File: src/rtl/cla_pipe_adder.sv
// Pipelined carry-lookahead adder/subtractor.
// Each stage resolves one SEG-bit segment with 4-bit lookahead groups and
// registers the segment carry for the next stage. Operand segments are skewed
// on the way in and result segments de-skewed on the way out so that every
// full-width result leaves the last stage aligned. A single global enable
// stalls the whole pipe when the output is held by backpressure.
module cla_pipe_adder #(
  parameter int WIDTH = 64,
  parameter int SEG   = 16,
  parameter int TAG_W = 4
) (
  input  logic             clk,
  input  logic             rst_n,
  input  logic             in_valid,
  output logic             in_ready,
  input  logic [WIDTH-1:0] a,
  input  logic [WIDTH-1:0] b,
  input  logic             cin,
  input  logic             op_sub,
  input  logic [TAG_W-1:0] tag_in,
  output logic             out_valid,
  input  logic             out_ready,
  output logic [WIDTH-1:0] sum,
  output logic             cout,
  output logic             ovf,
  output logic [TAG_W-1:0] tag_out
);

  localparam int NSTAGE = WIDTH / SEG;
  localparam int NGRP   = SEG / 4;

  logic              en;
  logic [WIDTH-1:0]  b_eff;
  logic              c0;
  logic [NSTAGE-1:0] valid_reg;
  logic [TAG_W-1:0]  tag_reg [NSTAGE];
  logic [NSTAGE-1:0] carry_w;
  logic              ovf_reg;

  // The pipe only stops when a finished result is waiting on the consumer.
  assign en       = !(out_valid && !out_ready);
  assign in_ready = en;

  // Subtraction is A + ~B + 1; a borrow-in removes the +1.
  assign b_eff = op_sub ? ~b : b;
  assign c0    = cin ^ op_sub;

  assign out_valid = valid_reg[NSTAGE-1];
  assign tag_out   = tag_reg[NSTAGE-1];
  assign cout      = carry_w[NSTAGE-1];
  assign ovf       = ovf_reg;

  // Valid bits and tags march down the pipe alongside the data.
  always_ff @(posedge clk or negedge rst_n) begin
    if (!rst_n) begin
      valid_reg <= '0;
      for (int k = 0; k < NSTAGE; k++) begin
        tag_reg[k] <= '0;
      end
    end else if (en) begin
      valid_reg[0] <= in_valid;
      tag_reg[0]   <= tag_in;
      for (int k = 1; k < NSTAGE; k++) begin
        valid_reg[k] <= valid_reg[k-1];
        tag_reg[k]   <= tag_reg[k-1];
      end
    end
  end

  genvar gi;
  generate
    for (gi = 0; gi < NSTAGE; gi++) begin : g_stage
      logic [SEG-1:0]  a_seg;
      logic [SEG-1:0]  b_seg;
      logic            c_in;
      logic [SEG-1:0]  g_bit;
      logic [SEG-1:0]  p_bit;
      logic [SEG-1:0]  bit_c;
      logic [SEG-1:0]  s_seg;
      logic [NGRP-1:0] grp_g;
      logic [NGRP-1:0] grp_p;
      logic [NGRP:0]   grp_c;
      logic            carry_reg;
      logic [SEG-1:0]  res_sk [gi:NSTAGE-1];

      if (gi == 0) begin : g_head
        assign a_seg = a[SEG-1:0];
        assign b_seg = b_eff[SEG-1:0];
        assign c_in  = c0;
      end else begin : g_skew
        logic [SEG-1:0] a_sk [gi];
        logic [SEG-1:0] b_sk [gi];

        // Delay this operand segment until its carry arrives from stage gi-1.
        always_ff @(posedge clk or negedge rst_n) begin
          if (!rst_n) begin
            for (int j = 0; j < gi; j++) begin
              a_sk[j] <= '0;
              b_sk[j] <= '0;
            end
          end else if (en) begin
            a_sk[0] <= a[gi*SEG +: SEG];
            b_sk[0] <= b_eff[gi*SEG +: SEG];
            for (int j = 1; j < gi; j++) begin
              a_sk[j] <= a_sk[j-1];
              b_sk[j] <= b_sk[j-1];
            end
          end
        end

        assign a_seg = a_sk[gi-1];
        assign b_seg = b_sk[gi-1];
        assign c_in  = carry_w[gi-1];
      end

      // Two-level lookahead: group carries are flat sums of products of the
      // group G/P terms and the segment carry-in, never chained group to group.
      always_comb begin : p_cla
        logic run_p;
        logic acc;
        run_p = 1'b1;
        acc   = 1'b0;
        g_bit = a_seg & b_seg;
        p_bit = a_seg ^ b_seg;
        grp_g = '0;
        grp_p = '0;
        grp_c = '0;
        bit_c = '0;
        for (int g = 0; g < NGRP; g++) begin
          grp_p[g] = &p_bit[4*g +: 4];
          grp_g[g] = g_bit[4*g+3]
                   | (p_bit[4*g+3] & g_bit[4*g+2])
                   | (p_bit[4*g+3] & p_bit[4*g+2] & g_bit[4*g+1])
                   | (p_bit[4*g+3] & p_bit[4*g+2] & p_bit[4*g+1] & g_bit[4*g]);
        end
        for (int g = 0; g <= NGRP; g++) begin
          run_p = 1'b1;
          acc   = 1'b0;
          for (int j = g - 1; j >= 0; j--) begin
            acc   = acc | (grp_g[j] & run_p);
            run_p = run_p & grp_p[j];
          end
          grp_c[g] = acc | (c_in & run_p);
        end
        for (int g = 0; g < NGRP; g++) begin
          for (int i = 0; i < 4; i++) begin
            run_p = 1'b1;
            acc   = 1'b0;
            for (int j = i - 1; j >= 0; j--) begin
              acc   = acc | (g_bit[4*g+j] & run_p);
              run_p = run_p & p_bit[4*g+j];
            end
            bit_c[4*g+i] = acc | (grp_c[g] & run_p);
          end
        end
        s_seg = p_bit ^ bit_c;
      end

      // Register the segment carry and result, then hold the result back
      // until the upper segments catch up.
      always_ff @(posedge clk or negedge rst_n) begin
        if (!rst_n) begin
          carry_reg <= 1'b0;
          for (int j = gi; j < NSTAGE; j++) begin
            res_sk[j] <= '0;
          end
        end else if (en) begin
          carry_reg   <= grp_c[NGRP];
          res_sk[gi]  <= s_seg;
          for (int j = gi + 1; j < NSTAGE; j++) begin
            res_sk[j] <= res_sk[j-1];
          end
        end
      end

      assign carry_w[gi]          = carry_reg;
      assign sum[gi*SEG +: SEG]   = res_sk[NSTAGE-1];

      if (gi == NSTAGE - 1) begin : g_ovf
        // Signed overflow: like-signed operands producing an opposite-signed sum.
        always_ff @(posedge clk or negedge rst_n) begin
          if (!rst_n) begin
            ovf_reg <= 1'b0;
          end else if (en) begin
            ovf_reg <= (a_seg[SEG-1] == b_seg[SEG-1]) && (s_seg[SEG-1] != a_seg[SEG-1]);
          end
        end
      end
    end
  endgenerate

endmodule

File: config.mk
export PLATFORM = sky130hd
export DESIGN_NAME = cla_pipe_adder
export DESIGN_NICKNAME = d
export VERILOG_FILES = /design/src/rtl/cla_pipe_adder.sv
export SDC_FILE = /design/constraint.sdc
export NUM_CORES = 1
export LEC_CHECK = 0
export BUFFER_PORTS_ARGS = -buffer_cell sky130_fd_sc_hd__buf_2
export CORE_MARGIN = 2
export CORE_UTILIZATION = 55
export DETAILED_ROUTE_END_ITERATION = 6
export PLACE_DENSITY = 0.76
export SLEW_MARGIN = 10
export SYNTH_ARGS = -nofsm -noshare
export SYNTH_HDL_FRONTEND = slang
export SYNTH_SLANG_ARGS = --single-unit
File: constraint.sdc
create_clock -name clk -period 2.9 [get_ports clk]
set_clock_uncertainty 0.15 [all_clocks]
set_input_delay 0.435 -clock clk [delete_from_list [all_inputs] [get_ports clk]]
set_output_delay 0.435 -clock clk [all_outputs]
set_load 0.01 [all_outputs]
==> metrics.txt, run 1 <==
number of distinct library cell variants in the gate-level netlist after synthesis=59; Net Sw Frac=36.84%; vertical die dimension=182.6 microns; post-route cell area=20,780 sq um; ratio of cells with drive above 1 in the final layout=15.86%; Max stage delay on crit path=430 ps; arithmetic-cell share of the synthesized area counting full adders, half adders and majority gates=6.392%; Reg2Reg Capture Point=g_stage[2].res_sk[28]$_DFFE_PN0N_; area share of xor/xnor cells in the synthesized design=4.637%; reg-to-reg setup timing slack=150 ps; wirelength, routed=37.10 mm; number of remaining DRC errors=0; Post-synth top cells=867 x nand2_1, 377 x dfrtp_1, 89 x o21ai_0; max-cap viol count=0; power share of the combinational group=37.4%; post-synthesis sequential area ratio=53.79%; r2r startpoint=g_stage[2].a_seg[2]$_DFFE_PN0N_; Max Fclk=0.3639 GHz; syn nets=2,155; synthesis-stage register bit count=377; first-pass GRT wire length=62.47 mm; total routing usage reported by global routing=22.77%; Seq. cell area=9434 sq um; Ports=210; Final Hold Slack=30.49 ps; required time reported for the critical path endpoint=3210 ps; synthesized cell area=17,540 sq um; Die Width=182.6 microns; initial core utilization=55.72%; most used cell along the critical path=a21oi_1; CTS sink count=377; setup slack after placement=-298.0 ps; detailed-placement wirelength estimate=24.98 mm; n_diodes=0; Final Slew Violations=0; maximum fanout encountered on the critical timing path=4; number of endpoints with negative hold slack in the final report=0; mean routed wirelength per cell=14.40 microns; dominant combinational cell family by area after synthesis=simple AND/OR/NAND/NOR gates; worst-case headroom to the max-slew limit=45.07%; Crit. End Element=register; critical setup path kind=register to register; proportion of register bits with asynchronous set or reset after synthesis=100.0%; logic depth of the worst path, buffers included=10; antenna violations before repair=1; number of instances in the synthesized netlist=1,937; Die Area=33,330 sq um; number of nets with antenna violations after routing=0; row count=65; initial drt markers=719; total leakage power=10.65 nW; post-synthesis share of cell area spent on and, or, nand and nor gates=22.05%; growth of design area from synthesis to finish=18.48%; highest ir drop seen on vdd=0.4767 mV; TritonCTS clock tree=yes; dominant cells by area after synthesis=dfrtp_1 54%, nand2_1 19%, ha_1 4.6%; total instance count after detailed placement=2,454; post-route clock period utilization=94.75%; Avg Vias per Cell=5.206; count of input and output buffers=209; HP Start=b[55]; TritonRoute pass-1 iters=5; via count of the first global-routing pass=13,027; Final nets=2,365; number of synthesized flops with an enable pin=0; final non-filler cell total=2,577; internal power=14.18 mW; Core Footprint=31,470 sq um; CTS Buf Count=41; detailed-route via count=13,416; Post-synth top flop=dfrtp_1; CP delay by family, top=compound AO/OA/AOI/OAI gates; pin count of the biggest net entering global routing=137; sequential share of power=39.9%; final weighted congestion of routability-driven global placement=0.8547; worst path bufs/invs=1; CTS H-tree depth=2; number of buffers on the longest clock path=3; area leader, netlist=dfrtp_1; ordered list of cells on the worst path=ha_1 > a21o_1 > a21oi_2 > nand2_1 > a2111oi_2 > buf_4 > nor2_1 > a21oi_1 > fa_1 > a21oi_1; end point of the worst hold path=g_stage[3].g_skew.b_sk[39]$_DFFE_PN0N_; Root Driver=clkbuf_16; startpoint type of the worst setup path=register; Sw Pwr=8.272 mW; placed standard-cell area=18,890 sq um; cell at the slowest stage of the critical path=fa_1; result of the run=finished clean; share of power burned in the clock network=22.6%; count leader, synth=nand2_1; Worst Tran Pin Value=823.9 ps; fraction of synthesized cell area taken by the top area cell type=53.79%; minimum period implied by the final worst setup slack=2748 ps; Largest Register=g_stage.res_sk; CTS clk-pin slew, worst paths=60 ps; Compound-Gate Fraction of Synth Area=8.254%; total grt overflow=0; clock latency of the later-clocked register in the worst-skew pair=530 ps; count of filler cells inserted in the layout=2,566; final count of negative-setup-slack endpoints=0; synthesized area per cell=9.054 sq um; worst min-delay path category=input port to register; combined area of the multi-input logic cells=7316 sq um; number of synthesis warnings=0; Largest register FFs=112; WHS Path Cells=3; Pwr per Cell Area=1080 nW/um^2; final worst setup slack=152.2 ps; multiplexer share of the synthesized area=0.06421%; cell depth of the worst flop-to-flop path=10; worst endpoint data arrival time=3050 ps
routing by layer:
layer / global-route usage (%) / wire (microns) / vias up
li1: - / - / 6615
met1: 30.73 / 16690 / 6412
met2: 37.78 / 17690 / 298
met3: 3.532 / 1604 / 89
met4: 7.903 / 1100 / 2
met5: 0 / 12 / -
area by class of cell:
class | instances | share of cell area, %
Sequential cell | 377 | 45.40
Multi-Input combinational cell | 1390 | 35.21
Timing Repair Buffer | 312 | 10.10
Clock buffer | 57 | 5.660
Tap cell | 402 | 2.421
Clock inverter | 14 | 0.7166
Inverter | 25 | 0.4877
cells in the final DEF, fill, tap and decap left out, types with 4 or more instances in the layout:
cell and count:
nand2_1 866, dfrtp_1 377, buf_2 207, o21ai_0 88, ha_1 64, xnor2_1 59, dlygate4sd3_1 52, a21oi_1 51
nor2_1 47, clkbuf_16 41, buf_4 41, xor2_1 32, inv_1 24, o21a_1 16, fa_1 15, a21o_1 14
nor3_1 14, buf_12 11, clkbuf_8 9, o31ai_1 8, nand3_1 8, clkinv_2 8, nor3b_1 7, a211oi_1 7
clkbuf_1 7, nand4b_1 6, o22ai_1 6, nand2b_1 6, o41ai_1 5, or3_1 5, a31oi_1 5, o31a_1 5
a21oi_2 4, and4_1 4
worst max path at each step:
stage | to | startpoint | slack [ps]
after floorplan | g_stage[0].res_sk[60]$_DFFE_PN0N_ | op_sub | -290
after global placement | g_stage[0].res_sk[61]$_DFFE_PN0N_ | op_sub | -210
after detailed placement | g_stage[0].res_sk[60]$_DFFE_PN0N_ | op_sub | -300
after CTS | g_stage[2].res_sk[28]$_DFFE_PN0N_ | g_stage[2].a_seg[2]$_DFFE_PN0N_ | 10
after global routing | g_stage[1].res_sk[44]$_DFFE_PN0N_ | g_stage[1].a_seg[2]$_DFFE_PN0N_ | -20
final | g_stage[2].res_sk[28]$_DFFE_PN0N_ | g_stage[2].a_seg[2]$_DFFE_PN0N_ | 150
cell families (layout without fill, tap and decap cells):
| family | after synthesis | after routing |
|---|---|---|
| AND/OR/NAND/NOR | 982 | 982 |
| flip-flops | 377 | 377 |
| AO/OA/AOI/OAI | 235 | 235 |
| buffers and inverters | 170 | 408 |
| XOR/XNOR | 92 | 92 |
| adder cells (fa/ha/maj) | 80 | 80 |
| multiplexers | 1 | 1 |
power groups by stage:
stage	registers (mW)	clock network (mW)	logic (mW)
6_report	8.96	5.08	8.41
3_5_place_dp	9.04	0	8.27
5_1_grt	9.26	5.40	9.62
4_1_cts	8.97	5.19	8.39
2_1_floorplan	8.71	0	6.41
3_3_place_gp	8.95	0	7.95
worst reg2reg max path, stage by stage, from the launching register on:
cell and delay (ps):
dfrtp_1 390, ha_1 360, a21o_1 190, a21oi_2 180, nand2_1 140, a2111oi_2 310, buf_4 170, nor2_1 30
a21oi_1 190, fa_1 430, a21oi_1 120
metrics by stage:
stage / TNS, ps / total power, mW / util (%)
after detailed placement: -702.5 / 17.31 / 60.02
after global placement: -415.2 / 16.90 / 60.02
after CTS: 0 / 22.56 / 65.90
after global routing: -19.58 / 24.28 / 66.02
after floorplan: -574.6 / 15.12 / -
final: 0 / 22.45 / 66.02
what timing repair did:
| item | 4_1_cts | 5_1_grt |
|---|---|---|
| gates resized for setup | 2 | 9 |
| setup endpoints to repair | 2 | 4 |
| hold buffers | 52 | 0 |
| setup buffers | 0 | 0 |
| endpoints found under the hold margin | 96 | 0 |
Power figures use the tool's default switching activity.
==> run 2, diff against run 1 <==
--- a/config.mk
+++ b/config.mk
@@ -10,6 +10,7 @@
 export CORE_UTILIZATION = 55
 export DETAILED_ROUTE_END_ITERATION = 6
 export PLACE_DENSITY = 0.76
+export REMOVE_ABC_BUFFERS = 1
 export SLEW_MARGIN = 10
 export SYNTH_ARGS = -nofsm -noshare
 export SYNTH_HDL_FRONTEND = slang
==> run 2 against run 1 <==
Sequential cell count stayed put. Utilization is 0.16 points lower. Via count is 1.8% lower. Sequential share of layout area is 0.11 points higher. Routed wire length is 4.1% lower. Largest power group unchanged. Largest cell class unchanged. Non-clock buffer count is 7 higher. First-iteration DRC count is 2.2% higher.
==> metrics.txt, run 2 (synthesis gave the netlist of run 1 again) <==
Crit. End Element=register; cell depth of the worst flop-to-flop path=10; total grt overflow=0; CTS Buf Count=41; required time reported for the critical path endpoint=3120 ps; launching instance or port of the critical path=op_sub; number of remaining DRC errors=0; Largest register FFs=112; Root Driver=clkbuf_16; TritonRoute pass-1 iters=5; final worst setup slack=178.0 ps; Die Width=182.6 microns; number of buffers on the longest clock path=3; number of endpoints with negative hold slack in the final report=0; most common library cell in the layout ignoring fill and taps=nand2_1; first-pass GRT wire length=60.81 mm; detailed-placement wirelength estimate=23.61 mm; mean routed wirelength per cell=13.80 microns; post-route cell area=20,730 sq um; ratio of cells with drive above 1 in the final layout=15.82%; Avg Vias per Cell=5.111; antenna violations before repair=2; post-route clock period utilization=93.86%; unrepaired setup endpoints after global routing=no; detailed-route via count=13,175; total routing usage reported by global routing=21.89%; critical setup path kind=input port to register; initial core utilization=55.72%; vertical die dimension=182.6 microns; number of nets with antenna violations after routing=0; TritonCTS clock tree=yes; clock latency of the later-clocked register in the worst-skew pair=510 ps; highest ir drop seen on vdd=0.4411 mV; CTS sink count=377; final weighted congestion of routability-driven global placement=0.8513; setup slack after placement=-376.2 ps; worst min-delay path category=input port to register; Largest Register=g_stage.res_sk; critical path capture point=g_stage[0].res_sk[61]$_DFFE_PN0N_; final count of negative-setup-slack endpoints=0; Core Footprint=31,470 sq um; placed standard-cell area=18,930 sq um; result of the run=finished clean; Pwr per Cell Area=1062 nW/um^2; r2r startpoint=g_stage[1].a_seg[2]$_DFFE_PN0N_; minimum period implied by the final worst setup slack=2722 ps; worst-case headroom to the max-slew limit=53.28%; maximum fanout encountered on the critical timing path=7; Final Slew Violations=0; via count of the first global-routing pass=13,043; leading cell types in the layout, fill and taps excluded=866 x nand2_1, 377 x dfrtp_1, 207 x buf_2; max-cap viol count=0; total leakage power=10.63 nW; Worst Tran Pin Value=700.8 ps; Final nets=2,372; startpoint type of the worst setup path=input port; growth of design area from synthesis to finish=18.20%; count of filler cells inserted in the layout=2,546; CTS H-tree depth=2; buffers inserted by post-CTS timing repair=0; worst endpoint data arrival time=2940 ps; CTS clk-pin slew, worst paths=60 ps; Reg2Reg Capture Point=g_stage[1].res_sk[44]$_DFFE_PN0N_; Die Area=33,330 sq um; setup_tns=0 ps; count of input and output buffers=209; row count=65; reg-to-reg setup timing slack=180 ps; Ports=210; Max Fclk=0.3674 GHz; utilization of the core after routing=65.86%; wirelength, routed=35.57 mm; pin count of the biggest net entering global routing=121; total power after layout=22.01 mW; initial drt markers=735
## run 2: final cells by class
class	instances	area (sq um)	share of cell area (%)
antenna	1	2.502	0.01207
clock buffer	59	1184	5.710
clock inverter	5	53.80	0.2595
inverter	25	101.3	0.4889
multi-input combinational	1390	7315	35.28
sequential	377	9434	45.51
tap	402	503.0	2.426
timing repair buffer	319	2137	10.31
## run 2: stage by stage
step	hold WS (ps)	cells
floorplan	-10.59	1792
global placement	292.7	2462
detailed placement	300.1	2462
CTS	0.4665	2577
global route	13.74	2578
finish	18.99	2578
## run 2: critical path, stage by stage
cell,delay (ps)
buf_4,150
xor2_1,170
ha_1,300
a21o_1,190
a21o_1,210
o211ai_1,210
nand2_1,120
a21bo_2,230
or2_2,280
fa_1,420
xnor2_1,150
o21ai_0,80
## run 2: how the worst min path moves through the flow
stage                                                         to  cells past startpoint  slack (ps)                     start
after floorplan                                 cout$_DFFE_PN0N_                      0         -10                     rst_n
final                     g_stage[2].g_skew.a_sk[27]$_DFFE_PN0N_                      3          20                     a[43]
after global placement                  valid_reg[2]$_DFFE_PN0N_                      2         290  valid_reg[2]$_DFFE_PN0N_
after global routing      g_stage[3].g_skew.a_sk[33]$_DFFE_PN0N_                      3          10                     a[49]
after detailed placement                valid_reg[3]$_DFFE_PN0N_                      1         300  valid_reg[2]$_DFFE_PN0N_
after CTS                 g_stage[3].g_skew.a_sk[33]$_DFFE_PN0N_                      3         0.5                     a[49]
## run 2: timing repair
item                                    4_1_cts  5_1_grt
endpoints found under the setup margin        2        4
gates resized for setup                       2        8
hold buffers                                 51        0
endpoints found under the hold margin       126        0
## run 2: layer usage
layer,global-route usage (%),vias to the layer above,wire length (microns)
li1,-,6601,-
met3,3.393,78,1551
met4,7.839,2,1047
met1,28.74,6206,15760
met2,37.11,288,17190
met5,0,-,13
## run 2: power by group
part / switching (mW) / internal, mW
Combinational: 4.73 / 3.50
Clock: 1.94 / 2.89
Sequential: 1.32 / 7.63
Total: 7.99 / 14.0
==> run 3, diff against run 2 <==
--- a/config.mk
+++ b/config.mk
@@ -9,7 +9,8 @@
 export CORE_MARGIN = 2
 export CORE_UTILIZATION = 55
 export DETAILED_ROUTE_END_ITERATION = 6
-export PLACE_DENSITY = 0.76
+export GPL_ROUTABILITY_DRIVEN = 0
+export PLACE_DENSITY = 0.83
 export REMOVE_ABC_BUFFERS = 1
 export SLEW_MARGIN = 10
 export SYNTH_ARGS = -nofsm -noshare
==> run 3 against run 2 <==
Utilization is 0.072 points higher. Sequential power about the same. First-iteration DRC count increased by 28%. Critical path depth is the same. Clock power up 9.7%. Worst hold slack got worse by 5.0 ps. Cell count is 0.16% lower.
==> metrics.txt, run 3 (synthesis gave the netlist of run 1 again) <==
final count of negative-setup-slack endpoints=0; number of buffers on the longest clock path=3; wirelength, routed=37.15 mm; Crit. End Element=register; placed standard-cell area=18,820 sq um; Net Sw Frac=36.56%; first-pass GRT wire length=62.74 mm; setup slack after placement=-375.2 ps; power share of the combinational group=36.8%; TritonRoute pass-1 iters=6; total leakage power=10.65 nW; worst endpoint data arrival time=2960 ps; post-route clock period utilization=94.80%; Final Slew Violations=0; share of power burned in the clock network=23.5%; required time reported for the critical path endpoint=3110 ps; total routing usage reported by global routing=22.67%; CTS sink count=377; vertical die dimension=182.6 microns; number of remaining DRC errors=0; row count=65; Largest Register=g_stage.res_sk; final worst setup slack=150.8 ps; growth of design area from synthesis to finish=18.33%; count of input and output buffers=209; total grt overflow=0; Max Fclk=0.3637 GHz; Max stage delay on crit path=400 ps; maximum fanout encountered on the critical timing path=12; antenna violations before repair=2; number of endpoints with negative hold slack in the final report=0; Sw Pwr=8.256 mW; result of the run=finished clean; max-cap viol count=0; mean routed wirelength per cell=14.43 microns; CTS H-tree depth=2; total power after layout=22.58 mW; highest ir drop seen on vdd=0.6915 mV; ordered list of cells on the worst path=buf_4 > buf_12 > xor2_1 > ha_1 > and4_1 > o2bb2ai_1 > a31oi_1 > a21bo_2 > or2_2 > fa_1 > xnor2_1 > o21ai_0; worst min-delay path category=input port to register; Ports=210; post-route cell area=20,750 sq um; CTS clk-pin slew, worst paths=60 ps; setup_tns=0 ps; detailed-route via count=13,455; internal power=14.33 mW; count of filler cells inserted in the layout=2,393; cell at the slowest stage of the critical path=fa_1; TritonCTS clock tree=yes; sequential share of power=39.7%; Avg Vias per Cell=5.227; startpoint type of the worst setup path=input port; Largest register FFs=112; minimum period implied by the final worst setup slack=2749 ps; CTS Buf Count=41; Worst Tran Pin Value=773.3 ps; detailed-placement wirelength estimate=23.85 mm; Final nets=2,361; initial core utilization=55.72%; initial drt markers=939; pin count of the biggest net entering global routing=170; critical setup path kind=input port to register; leading cell types in the layout, fill and taps excluded=867 x nand2_1, 377 x dfrtp_1, 207 x buf_2; worst-case headroom to the max-slew limit=48.45%; via count of the first global-routing pass=13,461; Core Footprint=31,470 sq um; Die Area=33,330 sq um; Root Driver=clkbuf_16; most common library cell in the layout ignoring fill and taps=nand2_1; Pwr per Cell Area=1088 nW/um^2; number of nets with antenna violations after routing=0; unrepaired setup endpoints after global routing=no; ratio of cells with drive above 1 in the final layout=15.75%; Die Width=182.6 microns; clock latency of the later-clocked register in the worst-skew pair=520 ps
[run 3: worst max-delay path: cells and delay by family]
kind | cells | cell delay, ps
compound gates | 4 | 620
xor+xnor | 2 | 360
fa+ha+maj | 2 | 680
buf+inv | 2 | 320
simple gates | 2 | 510
[run 3: path summary, 6_finish.rpt]
path | start | end | slack (ps) | cells past startpoint
setup / recovery | op_sub | g_stage[0].res_sk[61]$_DFFE_PN0N_ | 150 | 12
hold / removal | a[45] | g_stage[2].g_skew.a_sk[29]$_DFFE_PN0N_ | 10 | 3
setup reg to reg | g_stage[2].a_seg[2]$_DFFE_PN0N_ | g_stage[2].res_sk[28]$_DFFE_PN0N_ | 170 | 10
hold reg to reg | tag_out[2]$_DFFE_PN0N_ | tag_out[2]$_DFFE_PN0N_ | 310 | 2
max in group asynchronous | rst_n | g_stage[3].g_skew.b_sk[45]$_DFFE_PN0N_ | 1490 | 3
min in group asynchronous | rst_n | g_stage[1].a_seg[4]$_DFFE_PN0N_ | 310 | 2
[run 3: stage by stage]
step | hold slack (ps) | util, % | cells
after floorplan | -10.59 | - | 1792
after global placement | 270.1 | 59.79 | 2450
after detailed placement | 274.5 | 59.79 | 2450
after CTS | 3.357 | 65.83 | 2572
after global routing | 9.456 | 65.94 | 2574
final | 13.98 | 65.94 | 2574
[run 3: power groups by stage]
stage	logic (mW)	clock network (mW)	registers, mW
floorplan	3.90	0	8.14
global placement	7.73	0	8.91
detailed placement	8.11	0	9.02
CTS	8.28	5.40	8.97
global route	9.52	5.59	9.24
finish	8.31	5.30	8.97
[run 3: what timing repair did]
| item | in CTS | in global routing |
|---|---|---|
| hold buffers | 51 | 0 |
| pin swaps | 0 | 1 |
| endpoints found under the setup margin | 1 | 4 |
| gates resized for setup | 2 | 7 |
| hold endpoints to repair | 107 | 0 |
| setup buffers | 0 | 1 |
[run 3: cell type report]
type | instances | area (sq um) | share of cell area, %
Tap cell | 402 | 503.0 | 2.424
Clock buffer | 58 | 1232 | 5.939
Sequential cell | 377 | 9434 | 45.46
Clock inverter | 13 | 153.9 | 0.7416
Antenna cell | 1 | 2.502 | 0.01206
Timing Repair Buffer | 308 | 2029 | 9.779
Inverter | 25 | 101.3 | 0.4884
Multi-Input combinational cell | 1390 | 7296 | 35.16
[run 3: metal layers]
layer | global-route usage [%] | vias up | part of all wire (%)
li1 | - | 6587 | -
met1 | 28.77 | 6454 | 42
met2 | 39.57 | 324 | 50
met3 | 3.492 | 88 | 4.5
met4 | 8.129 | 2 | 3.3
met5 | 0 | - | 0.035
